$ cat src/rtl/fetch_stall_ctrl_pkg.sv
// rtl/fetch_stall_ctrl_pkg.sv - shared states and constants for the fetch stall controller
package fetch_stall_ctrl_pkg;

  typedef enum logic [1:0] {
    RUN   = 2'd0,
    STALL = 2'd1,
    FLUSH = 2'd2
  } state_e;

  localparam logic [31:0] NOP_WORD_DEFAULT = 32'h0000_0000;
  localparam int unsigned PC_INC           = 4;
  localparam int          STALL_CNT_W      = 2;
  localparam logic [STALL_CNT_W-1:0] STALL_CNT_MAX = '1;

endpackage

$ cat src/rtl/if_id_reg.sv
// rtl/if_id_reg.sv - IF/ID pipeline register with enable and priority flush
module if_id_reg #(
  parameter int           W   = 32,
  parameter logic [W-1:0] NOP = '0
) (
  input  logic         clk_i,
  input  logic         rst_n_i,
  input  logic         en_i,
  input  logic         flush_i,
  input  logic [W-1:0] instr_i,
  input  logic [W-1:0] pc4_i,
  output logic [W-1:0] instr_o,
  output logic [W-1:0] pc4_o
);

  logic [W-1:0] instr_q;
  logic [W-1:0] pc4_q;

  // Flush replaces the wrong-path instruction with a NOP even while held
  always_ff @(posedge clk_i or negedge rst_n_i) begin
    if (!rst_n_i) begin
      instr_q <= NOP;
      pc4_q   <= '0;
    end else if (flush_i) begin
      instr_q <= NOP;
      pc4_q   <= '0;
    end else if (en_i) begin
      instr_q <= instr_i;
      pc4_q   <= pc4_i;
    end
  end

  assign instr_o = instr_q;
  assign pc4_o   = pc4_q;

endmodule

$ cat src/rtl/fetch_stall_ctrl.sv
// rtl/fetch_stall_ctrl.sv - PC/IF-ID owner applying hazard stalls and branch flushes (FETCH_STALL_PERF_CNT_EN adds perf counters)
module fetch_stall_ctrl
  import fetch_stall_ctrl_pkg::*;
#(
  parameter int                ADDR_W    = 32,
  parameter logic [ADDR_W-1:0] RESET_PC  = '0,
  parameter int                MAX_STALL = 3,
  parameter logic [ADDR_W-1:0] NOP_WORD  = ADDR_W'(NOP_WORD_DEFAULT)
) (
  input  logic                   Clk,
  input  logic                   Rst_n,
  input  logic                   PC_en,
  input  logic                   IF_ID_en,
  input  logic                   Ctrl_Mux,
  input  logic                   Branch_taken,
  input  logic [ADDR_W-1:0]      Branch_target,
  input  logic [ADDR_W-1:0]      Instr_in,
  output logic [ADDR_W-1:0]      PC_out,
  output logic [ADDR_W-1:0]      IF_ID_Instr,
  output logic [ADDR_W-1:0]      IF_ID_PC4,
  output logic                   ID_EX_Bubble,
  output logic [STALL_CNT_W-1:0] Stall_cnt,
  output logic                   Stall_err
`ifdef FETCH_STALL_PERF_CNT_EN
  ,
  output logic [31:0]            Perf_stall_total,
  output logic [31:0]            Perf_flush_total
`endif
);

  state_e                  state_q, state_d;
  logic                    stall;
  logic [ADDR_W-1:0]       pc_q, pc_d, pc_plus4;
  logic                    bubble_q, bubble_d;
  logic [STALL_CNT_W-1:0]  cnt_q, cnt_d;
  logic                    err_q, err_d;

  // Any single low control from the hazard unit counts as a stall
  assign stall    = !PC_en || !IF_ID_en || !Ctrl_Mux;
  assign pc_plus4 = pc_q + ADDR_W'(PC_INC);

  // Next state: a branch outranks a stall, except right after a flush
  always_comb begin
    state_d = state_q;
    unique case (state_q)
      RUN, STALL: begin
        if (Branch_taken)  state_d = FLUSH;
        else if (stall)    state_d = STALL;
        else               state_d = RUN;
      end
      FLUSH:   state_d = stall ? STALL : RUN;
      default: state_d = RUN;
    endcase
  end

  // Datapath follows the state being entered, so a stall holds the PC on the same edge it is seen
  always_comb begin
    pc_d     = pc_q;
    bubble_d = bubble_q;
    cnt_d    = '0;
    err_d    = err_q;
    unique case (state_d)
      RUN: begin
        pc_d     = pc_plus4;
        bubble_d = 1'b0;
      end
      STALL: begin
        bubble_d = 1'b1;
        cnt_d    = (cnt_q == STALL_CNT_MAX) ? cnt_q : cnt_q + STALL_CNT_W'(1);
        if (int'(cnt_q) == MAX_STALL) err_d = 1'b1;
      end
      FLUSH: begin
        pc_d     = {Branch_target[ADDR_W-1:2], 2'b00};
        bubble_d = 1'b0;
      end
      default: ;
    endcase
  end

  // State, PC, bubble and watchdog registers
  always_ff @(posedge Clk or negedge Rst_n) begin
    if (!Rst_n) begin
      state_q  <= RUN;
      pc_q     <= RESET_PC;
      bubble_q <= 1'b1;
      cnt_q    <= '0;
      err_q    <= 1'b0;
    end else begin
      state_q  <= state_d;
      pc_q     <= pc_d;
      bubble_q <= bubble_d;
      cnt_q    <= cnt_d;
      err_q    <= err_d;
    end
  end

  if_id_reg #(
    .W   (ADDR_W),
    .NOP (NOP_WORD)
  ) u_if_id_reg (
    .clk_i   (Clk),
    .rst_n_i (Rst_n),
    .en_i    (state_d == RUN),
    .flush_i (state_d == FLUSH),
    .instr_i (Instr_in),
    .pc4_i   (pc_plus4),
    .instr_o (IF_ID_Instr),
    .pc4_o   (IF_ID_PC4)
  );

  assign PC_out       = pc_q;
  assign ID_EX_Bubble = bubble_q;
  assign Stall_cnt    = cnt_q;
  assign Stall_err    = err_q;

`ifdef FETCH_STALL_PERF_CNT_EN
  logic [31:0] perf_stall_q, perf_flush_q;

  // Free-running stall and flush cycle counters, wrapping at 2^32
  always_ff @(posedge Clk or negedge Rst_n) begin
    if (!Rst_n) begin
      perf_stall_q <= '0;
      perf_flush_q <= '0;
    end else begin
      if (state_d == STALL) perf_stall_q <= perf_stall_q + 32'd1;
      if (state_d == FLUSH) perf_flush_q <= perf_flush_q + 32'd1;
    end
  end

  assign Perf_stall_total = perf_stall_q;
  assign Perf_flush_total = perf_flush_q;
`endif

endmodule

$ cat config.mk
export PLATFORM = sky130hd
export DESIGN_NAME = fetch_stall_ctrl
export DESIGN_NICKNAME = d
export VERILOG_FILES = /design/src/rtl/fetch_stall_ctrl_pkg.sv /design/src/rtl/if_id_reg.sv /design/src/rtl/fetch_stall_ctrl.sv
export SDC_FILE = /design/constraint.sdc
export NUM_CORES = 1
export LEC_CHECK = 0
export ABC_AREA = 1
export BUFFER_PORTS_ARGS = -buffer_cell sky130_fd_sc_hd__buf_2
export CORE_MARGIN = 2
export CORE_UTILIZATION = 40
export DETAILED_ROUTE_END_ITERATION = 8
export PLACE_DENSITY = 0.68
export REMOVE_ABC_BUFFERS = 1
export SKIP_LAST_GASP = 1
export SYNTH_ARGS = -nofsm -noshare
export SYNTH_HDL_FRONTEND = slang
export SYNTH_HIERARCHICAL = 1
export SYNTH_SLANG_ARGS = --single-unit
$ cat constraint.sdc
create_clock -name Clk -period 1.62 [get_ports Clk]
set_input_delay 0.324 -clock Clk [delete_from_list [all_inputs] [get_ports Clk]]
set_output_delay 0.324 -clock Clk [all_outputs]
set_load 0.01 [all_outputs]
==> metrics.md <==
| Metric | Value |
|---|---|
| Async SR Flop Fraction | `1.00` |
| CTS Sinks | `100` |
| Setup WS pre-CTS | `roughly 37 ps` |
| Final nets | `between 900 and 1000` |
| Antenna violations before repair | `0` |
| Fmax | `~650 MHz` |
| Min-delay worst type | `in2async` |
| IO Count | `170` |
| Drt drc | `0` |
| H-Tree Depth | `3` |
| Slew HR | `0.635` |
| Seq cells post-synth | `100` |
| Gpl congestion | `between 0.8 and 0.9` |
| Largest net degree at the start of global routing | `about 100` |
| Clk slew on worst S/H paths | `~70 ps` |
| Status | `completed` |
| CP Data Arrival Time | `approximately 1800 ps` |
| Total GRT Usage | `0.212` |
| Vias per cell | `about 4.8` |
| Setup TNS | `0 ps` |
| Root Driver | `clkbuf_16` |
| DRT Pass-1 Iters | `4` |
| MaxCap Viol Count | `0` |
| Synth cell count leaders | `268 x nand2_1, 99 x dfrtp_1, 97 x nand3_1, 78 x nor2_1, 34 x inv_1` |
| CTS tree | `yes` |
| Worst-Skew Late Latency | `350 ps` |
| Area Growth Syn to Fin | `31.1%` |
| Post-synth EDFFs | `0` |
| Per-cell routed wire length | `about 14 µm` |
| RSZ-0062 raised after global routing | `yes` |
| CP Capture Type | `flip-flop` |
| Leakage | `~3.8 nW` |
| DIE WIDTH | `118 µm` |
| DRT iter0 DRCs | `roughly 300` |
| Crit path time final | `1530 ps` |
| Via Count | `roughly 5100` |
| First-pass GRT wire length | `around 24000 µm` |
| Reg2reg start | `PC_out[2]` |
| Antenna Nets Post-Route | `0` |
| Count leader, synth | `nand2_1` |
| IO Port Bufs | `roughly 170` |
| Yosys top cell area share | `0.474` |
| Yosys warns | `6` |
| Setup violations, final | `0` |
| Setup CP Type | `reg2reg` |
| Die Ht | `roughly 120 µm` |
| Req. time, crit path | `roughly 1900 ps` |
| Max Clock Skew | `8.61 ps` |
| DP Wirelength | `slightly above 10000 µm` |
| Worst-Margin Slew | `548 ps` |
| Final worst path period share | `0.947` |
| Final WS setup | `about 86 ps` |
| CP Max Fanout | `5` |
| Top_reg_cell synth | `dfrtp_1` |
| Worst setup SP type | `flip-flop` |
| # hold bufs at CTS | `0` |
| Post-synthesis sequential area ratio | `0.479` |
| Share of cells above drive strength 1 | `0.298` |
| Synthesized area per cell | `between 7 and 8 µm²` |
| Rows | `41` |
| Post-Syn Area | `around 5200 µm²` |
| Final Routed Wirelength | `14400 µm` |
| Starting Density | `0.412` |
| CTS Buf Count | `9` |
| Die ar. | `approximately 14000 µm²` |
| VDD IR max | `~550 µV` |
| Final max-slew violation count | `0` |
| Number of diodes | `0` |
| Distinct cells, synth | `36` |
| Leading area contributor after synthesis | `dfrtp_1` |
| Pwr/cell area | `1240 nW/µm²` |
| Worst setup path start | `PC_out[2]` |
| Hold Vio Cnt, Final | `0` |
| CTS Buffer Depth | `2` |
| Total grt overflow | `0` |
| Fin Hold WS | `roughly 34 ps` |
| Syn Inst Count | `between 600 and 700` |
| Top cells by area, synth | `dfrtp_1 47%, nand2_1 19%, nand3_1 9.3%` |
| Vias in the first global route | `4900` |
| Core area | `around 13000 µm²` |
layout by cell type (no fill, tap or decap), types with 5 or more instances in the layout:
master and count:
inv_1 34, o21ai_0 6, nand2_2 5, buf_2 164, buf_4 30, nand3_1 95, nor2_4 12, and2_1 7
buf_12 8, clkbuf_16 9, dfrtp_1 89, nor2_1 71, dfrtp_2 10, nand2_1 266, xnor2_1 5, a21oi_1 26
nor2_2 6
cell type report:
type / count / area, µm²
Sequential cell: 100 / 2520
Timing Repair Buffer: 202 / 1210
Multi-Input combinational cell: 532 / 2480
Tap cell: 172 / 215
Clock buffer: 12 / 246
Inverter: 36 / 135
Fill cell: 1241 / 5820
Clock inverter: 4 / 50.0
worst max-delay path, cell delays in order (launching register included):
cell	delay [ps]
dfrtp_1	420
ha_4	170
nand2_4	70
nor2_8	170
nand2_4	100
nor2_4	130
nand2_2	60
and2_1	170
nand3_1	90
nand2_1	60
repair_timing:
item | CTS | global route
hold endpoints to repair | 0 | 0
setup buffers | 0 | 1
endpoints found under the setup margin | 0 | 38
gates resized for setup | 0 | 28
cell families (layout without fill, tap and decap cells):
logic type      Yosys count  count (layout)  share of synthesized area
xor+xnor                  8               8                     0.0148
buf+inv                  70             254                     0.0634
compound gates           42              42                     0.0441
other cells               1               4                   0.000718
fa+ha+maj                 2               2                    0.00479
flops                   100             100                      0.479
simple gates            476             476                      0.393
through the flow:
stage | power [W] | util | cell area, µm² | instances
after floorplan | 0.00499 | - | 5040 | 668
after global placement | 0.00626 | 0.511 | 6470 | 1041
after detailed placement | 0.00629 | 0.511 | 6470 | 1041
after CTS | 0.00849 | 0.534 | 6770 | 1057
after global routing | 0.00912 | 0.541 | 6850 | 1058
final | 0.00852 | 0.541 | 6850 | 1058
layer usage:
layer,track usage,part of all wire,wire (µm)
met1,0.296,0.47,6730
met2,0.329,0.45,6530
met3,0.0444,0.066,945
met4,0.0663,0.015,218
met5,0,0,0
path summary, 6_finish.rpt:
kind                                      endpoint  cells past startpoint  slack (ps)
max                          u_if_id_reg/pc4_o[18]                      9          90
min                        u_if_id_reg/instr_o[23]                      2          30
max reg2reg                  u_if_id_reg/pc4_o[18]                      9          90
min reg2reg                              Stall_err                      2         460
max in group asynchronous               PC_out[18]                      2        1140
min in group Clk           u_if_id_reg/instr_o[27]                      3         200
state kept, by name (all words and copies together) (netlist names):
register,flops
u_if_id_reg/instr_o,32
u_if_id_reg/pc4_o,32
PC_out,30
Stall_cnt,2
state_q,2
ID_EX_Bubble,1
Stall_err,1
power by group:
group	leakage (nW)	internal, W	switching [W]	total [W]
clock network	0.139	0.00124	0.000949	0.00219
registers	1.25	0.00300	0.000440	0.00344
logic	2.40	0.00119	0.00171	0.00289
total	3.79	0.00543	0.00310	0.00852
Power figures use the tool's default switching activity.
